===== src/rtl/uart_rx_buffer.sv =====
// uart_rx_buffer: 8N1 UART receiver feeding a byte FIFO with a valid/ready pop side.
//   clk_i, rst_ni        : clock, async active-low reset
//   rx_i                 : serial line (async, idles high)
//   data_o/valid_o       : FIFO head byte / FIFO non-empty
//   ready_i              : consumer pops the head byte when valid_o is high
//   clear_i              : flush FIFO and clear overflow_o
//   fill_o               : FIFO occupancy 0..FifoDepth
//   frame_err_o          : one-cycle pulse when a stop bit samples low
//   overflow_o           : sticky, a byte was dropped because the FIFO was full
module uart_rx_buffer #(
  parameter int Freq       = 500_000,
  parameter int Baud       = 115_200,
  parameter int ClksPerBit = Freq / Baud,
  parameter int FifoDepth  = 16
) (
  input  logic                         clk_i,
  input  logic                         rst_ni,
  input  logic                         rx_i,
  output logic [7:0]                   data_o,
  output logic                         valid_o,
  input  logic                         ready_i,
  input  logic                         clear_i,
  output logic [$clog2(FifoDepth):0]   fill_o,
  output logic                         frame_err_o,
  output logic                         overflow_o
);

  localparam int HalfBit = ClksPerBit / 2;
  localparam int CntW    = $clog2(ClksPerBit * 10);
  localparam int PtrW    = $clog2(FifoDepth);

  // Cycle counter is cleared in cycle S, so it reads n-1 in cycle S+n.
  localparam logic [CntW-1:0] StartTgt = CntW'(HalfBit - 1);
  localparam logic [CntW-1:0] StopTgt  = CntW'(HalfBit + 9 * ClksPerBit - 1);
  localparam logic [PtrW:0]   FullCnt  = (PtrW + 1)'(FifoDepth);

  if (ClksPerBit < 4) begin : g_bad_cpb
    $error("uart_rx_buffer: ClksPerBit must be >= 4");
  end
  if (FifoDepth < 2 || (FifoDepth & (FifoDepth - 1)) != 0) begin : g_bad_depth
    $error("uart_rx_buffer: FifoDepth must be a power of two >= 2");
  end

  typedef enum logic [2:0] {IDLE, START, DATA, STOP, WAIT_HIGH} state_e;

  state_e            r_state, w_state_nxt;
  logic [1:0]        r_sync;
  logic              w_rx_s;
  logic [CntW-1:0]   r_cnt;
  logic [2:0]        r_bit_idx;
  logic [7:0]        r_shift;
  logic              r_frame_err;
  logic [CntW-1:0]   w_data_tgt;
  logic              w_cnt_clr, w_shift_en, w_push, w_ferr;

  assign w_rx_s     = r_sync[1];
  assign w_data_tgt = CntW'(HalfBit - 1 + ClksPerBit * (int'(r_bit_idx) + 1));

  always_ff @(posedge clk_i or negedge rst_ni) begin
    if (!rst_ni) begin
      r_sync      <= 2'b11;
      r_state     <= IDLE;
      r_cnt       <= '0;
      r_bit_idx   <= '0;
      r_shift     <= '0;
      r_frame_err <= 1'b0;
    end else begin
      r_sync      <= {r_sync[0], rx_i};
      r_state     <= w_state_nxt;
      r_frame_err <= w_ferr;
      if (w_cnt_clr) begin
        r_cnt     <= '0;
        r_bit_idx <= '0;
      end else begin
        if (r_state != IDLE && r_state != WAIT_HIGH) r_cnt <= r_cnt + 1'b1;
        if (w_shift_en) r_bit_idx <= r_bit_idx + 1'b1;
      end
      if (w_shift_en) r_shift <= {w_rx_s, r_shift[7:1]};
    end
  end

  always_comb begin
    w_state_nxt = r_state;
    w_cnt_clr   = 1'b0;
    w_shift_en  = 1'b0;
    w_push      = 1'b0;
    w_ferr      = 1'b0;
    case (r_state)
      IDLE: if (!w_rx_s) begin
        w_state_nxt = START;
        w_cnt_clr   = 1'b1;
      end
      START: if (r_cnt == StartTgt) w_state_nxt = w_rx_s ? IDLE : DATA;
      DATA: if (r_cnt == w_data_tgt) begin
        w_shift_en = 1'b1;
        if (r_bit_idx == 3'd7) w_state_nxt = STOP;
      end
      STOP: if (r_cnt == StopTgt) begin
        if (w_rx_s) begin
          w_push      = 1'b1;
          w_state_nxt = IDLE;
        end else begin
          w_ferr      = 1'b1;
          w_state_nxt = WAIT_HIGH;
        end
      end
      WAIT_HIGH: if (w_rx_s) w_state_nxt = IDLE;
      default: w_state_nxt = IDLE;
    endcase
  end

  // FIFO
  logic [7:0]      r_mem [FifoDepth];
  logic [PtrW-1:0] r_wr_ptr, r_rd_ptr;
  logic [PtrW:0]   r_fill;
  logic            r_ovf;
  logic            w_pop, w_full, w_wr_ok;

  assign w_pop   = valid_o && ready_i;
  assign w_full  = (r_fill == FullCnt);
  // A full FIFO still accepts when the head leaves in the same cycle.
  assign w_wr_ok = w_push && (!w_full || w_pop) && !clear_i;

  always_ff @(posedge clk_i or negedge rst_ni) begin
    if (!rst_ni) begin
      r_wr_ptr <= '0;
      r_rd_ptr <= '0;
      r_fill   <= '0;
      r_ovf    <= 1'b0;
    end else if (clear_i) begin
      r_wr_ptr <= '0;
      r_rd_ptr <= '0;
      r_fill   <= '0;
      r_ovf    <= 1'b0;
    end else begin
      if (w_push && w_full && !w_pop) r_ovf <= 1'b1;
      if (w_wr_ok) r_wr_ptr <= r_wr_ptr + 1'b1;
      if (w_pop)   r_rd_ptr <= r_rd_ptr + 1'b1;
      case ({w_wr_ok, w_pop})
        2'b10:   r_fill <= r_fill + 1'b1;
        2'b01:   r_fill <= r_fill - 1'b1;
        default: r_fill <= r_fill;
      endcase
    end
  end

  always_ff @(posedge clk_i or negedge rst_ni) begin
    if (!rst_ni) begin
      for (int i = 0; i < FifoDepth; i++) r_mem[i] <= '0;
    end else if (w_wr_ok) begin
      r_mem[r_wr_ptr] <= r_shift;
    end
  end

  assign data_o      = r_mem[r_rd_ptr];
  assign valid_o     = (r_fill != '0);
  assign fill_o      = r_fill;
  assign frame_err_o = r_frame_err;
  assign overflow_o  = r_ovf;

endmodule

===== config.mk =====
export PLATFORM = sky130hd
export DESIGN_NAME = uart_rx_buffer
export DESIGN_NICKNAME = d
export VERILOG_FILES = /design/src/rtl/uart_rx_buffer.sv
export SDC_FILE = /design/constraint.sdc
export NUM_CORES = 1
export LEC_CHECK = 0
export CAP_MARGIN = 20
export CORE_MARGIN = 2
export CORE_UTILIZATION = 40
export DETAILED_ROUTE_END_ITERATION = 8
export PLACE_DENSITY = 0.64
export SLEW_MARGIN = 0
export SYNTH_ARGS = -nofsm -noshare
export SYNTH_HDL_FRONTEND = slang
export SYNTH_SLANG_ARGS = --single-unit

===== constraint.sdc =====
create_clock -name clk_i -period 3.05 [get_ports clk_i]
set_input_delay 0.7625 -clock clk_i [delete_from_list [all_inputs] [get_ports clk_i]]
set_output_delay 0.7625 -clock clk_i [all_outputs]
set_load 0.05 [all_outputs]

==> summary by stage <==
Critical path
The slowest cell on the critical path is sky130_fd_sc_hd__or4_4. The end of the critical path is fill_o[4]. The worst reg-to-reg path cell count is 12. The startpoint identified for the worst register-to-register timing path is r_cnt[1]. The launch point of the critical path is r_cnt[1]. The most numerous cell type found on the critical path is sky130_fd_sc_hd__ha_2. STA classifies the critical path endpoint as a register. The kind of start point of the critical path is a register. The register-to-register setup slack is -0.09 ns. The worst path required time is 3.35 ns.

The critical register-to-register path endpoint is fill_o[4]. Traced cell by cell, the critical path runs through inv_1, ha_2, or3b_4, or4_4, and2_4, xor2_2, ha_2, or3_4, a21oi_2, and3_1, o21ai_2, mux2_4. The startpoint-to-endpoint class of the critical path is register to register. The worst-path maximum fanout is 2. For this run, the slowest stage of the critical path takes 0.49 ns. The arrival time reported for the critical path endpoint is 3.44 ns.

Worst hold path
The type of the most critical hold path is input pin to async pin.

CTS
The clock latency on the worst-skew pair is 0.42 ns. The number of clock sinks is 165. The clock transition at the registers of the reported paths is 0.06 ns. The clock tree root buffer cell is sky130_fd_sc_hd__clkbuf_16. The maximum level of the CTS H-tree is 4. The number of buffers created by CTS is 17. Counting along the longest clock path gives a buffer depth of 2. The CTS tree is done.

Global routing
For met3 alone, demand over resource in global routing was 3.55%. The number of global-route vias before repair came to 4764. The maximum number of pins on one net before global-route repair is 68. Global routing used 29.1% of the available met2 tracks. The first global-routing pass estimated 26.2 mm of wire. The overall track demand over capacity in global routing is 17.0%. The final global-route overflow total is 0. The initial antenna violation count is 0. The met1 global-route usage is 22.0%.

The most crowded layer after global routing is met2.

Synth
Summing the sequential cell areas from Yosys gives 53.7% of the chip area. The area of the mapped netlist is 7690 µm². The gate count of the mapped netlist is 523. The number of nets in the synthesized netlist is 539.

The flip-flop and latch count after synthesis is 165. For this run, the number of Yosys warnings is 0. The number of different library cells used by synthesis comes to 39. The mean area per synthesized cell is 14.7 µm².

Run
The tool flagged a number of max-cap violations equal to 0.

Timing
In the final timing run, aggregate negative setup slack is -0.314 ns. The clock tree skew after final layout is 0.00846 ns. The final worst slack is -0.0878 ns.

The count of pins over their slew limit came to 0. Setup violations remaining at the end of the flow were counted as 9. Setup repair after global routing could not meet its margin everywhere. Timing would allow up to 319 MHz.

The headroom to the max-slew limit is 56.4%. The shortest clock period the worst path allows after layout is 3.14 ns. The number of hold violations in the final report was 0. The slew at the pin with the worst max-slew slack is 0.655 ns.

The final critical path takes up 103% of the cycle.

Cells and area
Cells fill 50.0% of the core in the end. Across the whole layout, storage elements account for 4130 µm². The antenna diode count is 0. The library cell used most frequently in the layout, excluding fill and tap cells, is sky130_fd_sc_hd__dfrtp_1. After the last flow step, the layout net total stands at 601. The top cell types in the final layout, fill and taps aside, are 162 x sky130_fd_sc_hd__dfrtp_1, 130 x sky130_fd_sc_hd__mux2_2, 40 x sky130_fd_sc_hd__mux4_2.

The ratio of cells with drive above 1 in the final layout is 46.8%. The final-layout fill cell count is 1570. The combined area of the multi-input logic cells is 3490 µm².

Compared with the post-synthesis result, the final layout area differs by 22.1%.

Power and ir drop
The total design power is 6.19 mW. For this design the static power due to leakage is 4.45 nW. In this run the power density over the cells is 659 nW/µm². The largest vdd supply drop is 0.370 mV.

Run status
The checks that failed: setup timing. The run finished, with violations left.

Floorplan
The die covers 20400 µm². The overall die width is 143 µm. The area of the core is 18800 µm². The floorplan has 50 rows.

The initial utilization of the core area, before any placement, comes to 41.0%. The die is 143 µm tall. The number of ports placed on the die boundary is 21.

Drt
The iteration count of the initial detailed-routing pass is 4. In this run the remaining antenna-violating nets after routing total 0. The total wirelength of the detailed-routed design is 16.3 mm. In this run, the number of DRC markers left after iteration 0 of detailed routing was 240.

The total vias in the final route is 4579. The number of DRC violations after detailed routing is 0. Using the TritonRoute via totals, the vias-per-cell ratio works out to 5.52. The average wire length per cell after detail routing is 19.7 µm.

Placed design
During placement, the flow inserted port buffers numbering 20. The global placement routability congestion is 0.831. The HPWL reported at the end of detailed placement is 10.6 mm.
-- flip-flops by register name, indices dropped and copies added, names as in the netlist, 3 cells and up --
register / flops
r_bit_idx: 3
fill_o: 5
r_shift: 8
r_state: 3
r_wr_ptr: 4
r_cnt: 6
r_rd_ptr: 4
r_mem: 128
-- kinds of logic after synthesis --
group,after synthesis,synth area share (%)
multiplexers,181,32.3
XOR/XNOR,13,1.48
buffers and inverters,30,1.50
adder cells (fa/ha/maj),11,1.79
flip-flops,165,53.7
AND/OR/NAND/NOR,91,6.67
AO/OA/AOI/OAI,32,2.57
-- critical path, delay by kind of cell, from the launching register on --
family                   cells  cell delay, ns
AND/OR/NAND/NOR              5            1.56
flip-flops                   1            0.38
adder cells (fa/ha/maj)      2            0.36
multiplexers                 1            0.33
AO/OA/AOI/OAI                2            0.18
XOR/XNOR                     1            0.14
buffers and inverters        1            0.06
-- cell type report --
class                   instances  share of cell area [%]
clock buffers                  19                    4.72
multi-input cells             328                    37.2
inverters                       3                   0.120
well taps                     234                    3.12
repair buffers                 70                    9.00
flip-flops and latches        165                    44.0
clock inverters                11                    1.85
-- report_power, final --
part           total, mW  internal (mW)  switching [mW]  leakage (nW)
sequential          2.49           2.29           0.197          2.28
clock               2.24           1.39           0.850         0.304
combinational       1.46          0.694           0.767          1.86
total               6.19           4.37            1.81          4.45
-- metrics by stage --
step           hold WS [ns]  std cells  cell area [µm²]  setup slack [ns]
2_1_floorplan         0.345        523             7700           -0.0509
3_3_place_gp          0.348        788             8560            -0.279
3_5_place_dp          0.352        788             8560            -0.352
4_1_cts               0.250        821             9240           -0.0875
5_1_grt               0.257        830             9390            -0.192
6_report              0.247        830             9390           -0.0878
-- synthesized netlist by cell type --
| cell | count | area share (%) |
|---|---|---|
| sky130_fd_sc_hd__nor2b_1 | 8 | 0.65 |
| sky130_fd_sc_hd__and3_1 | 3 | 0.24 |
| sky130_fd_sc_hd__mux2_2 | 131 | 19 |
| sky130_fd_sc_hd__or2_2 | 1 | 0.081 |
| sky130_fd_sc_hd__nor3_1 | 3 | 0.20 |
| sky130_fd_sc_hd__nor4_1 | 2 | 0.16 |
| sky130_fd_sc_hd__xor2_1 | 9 | 1.0 |
| sky130_fd_sc_hd__or4_1 | 3 | 0.29 |
| sky130_fd_sc_hd__dfrtp_1 | 163 | 53 |
| sky130_fd_sc_hd__a22oi_1 | 2 | 0.20 |
| sky130_fd_sc_hd__xnor2_1 | 4 | 0.46 |
| sky130_fd_sc_hd__a2111oi_2 | 1 | 0.20 |
| sky130_fd_sc_hd__nand3_1 | 5 | 0.33 |
| sky130_fd_sc_hd__nand3b_1 | 2 | 0.20 |
| sky130_fd_sc_hd__nand2_1 | 22 | 1.1 |
| sky130_fd_sc_hd__or3b_1 | 2 | 0.23 |
| sky130_fd_sc_hd__or3_1 | 4 | 0.33 |
| sky130_fd_sc_hd__a311oi_1 | 1 | 0.11 |
| sky130_fd_sc_hd__dfstp_2 | 2 | 0.68 |
| sky130_fd_sc_hd__inv_1 | 3 | 0.15 |
| sky130_fd_sc_hd__clkbuf_1 | 18 | 0.88 |
| sky130_fd_sc_hd__nand4_1 | 4 | 0.33 |
| sky130_fd_sc_hd__mux2i_1 | 4 | 0.52 |
| sky130_fd_sc_hd__nor3b_4 | 4 | 0.98 |
| sky130_fd_sc_hd__o21ai_0 | 11 | 0.72 |
| sky130_fd_sc_hd__buf_2 | 2 | 0.13 |
| sky130_fd_sc_hd__and3b_1 | 2 | 0.23 |
| sky130_fd_sc_hd__a31oi_1 | 5 | 0.41 |
| sky130_fd_sc_hd__buf_1 | 7 | 0.34 |
| sky130_fd_sc_hd__nor2_1 | 23 | 1.1 |
| sky130_fd_sc_hd__mux4_2 | 40 | 12 |
| sky130_fd_sc_hd__o21a_1 | 2 | 0.20 |
| sky130_fd_sc_hd__mux2_1 | 6 | 0.88 |
| sky130_fd_sc_hd__nand2b_1 | 1 | 0.081 |
| sky130_fd_sc_hd__o31ai_1 | 1 | 0.098 |
| sky130_fd_sc_hd__a21o_1 | 2 | 0.20 |
| sky130_fd_sc_hd__a21oi_1 | 7 | 0.46 |
| sky130_fd_sc_hd__ha_1 | 11 | 1.8 |
| sky130_fd_sc_hd__and2_1 | 2 | 0.16 |
-- how the worst min path moves through the flow --
stage | endpoint | depth (start not counted) | start
2_1_floorplan | r_sync[1] | 0 | r_sync[0]
5_1_grt | r_cnt[1] | 1 | rst_ni
6_report | r_cnt[4] | 1 | rst_ni
3_3_place_gp | r_sync[1] | 0 | r_sync[0]
4_1_cts | r_cnt[4] | 1 | rst_ni
3_5_place_dp | r_sync[1] | 0 | r_sync[0]
-- per-layer routing --
metal | wire length [µm] | vias to the layer above
li1 | - | 2063
met1 | 7250 | 2432
met2 | 8440 | 71
met3 | 452 | 13
met4 | 190 | 0
met5 | 0 | -
-- repair_timing --
item                       in CTS  in global routing
resized for setup              13                  8
pin swaps                       6                  5
hold buffers                    0                  0
setup endpoints to repair      11                 10
cloned                          0                  2
setup buffers                   3                  7
No activity file was read; power rests on OpenSTA's default activity.
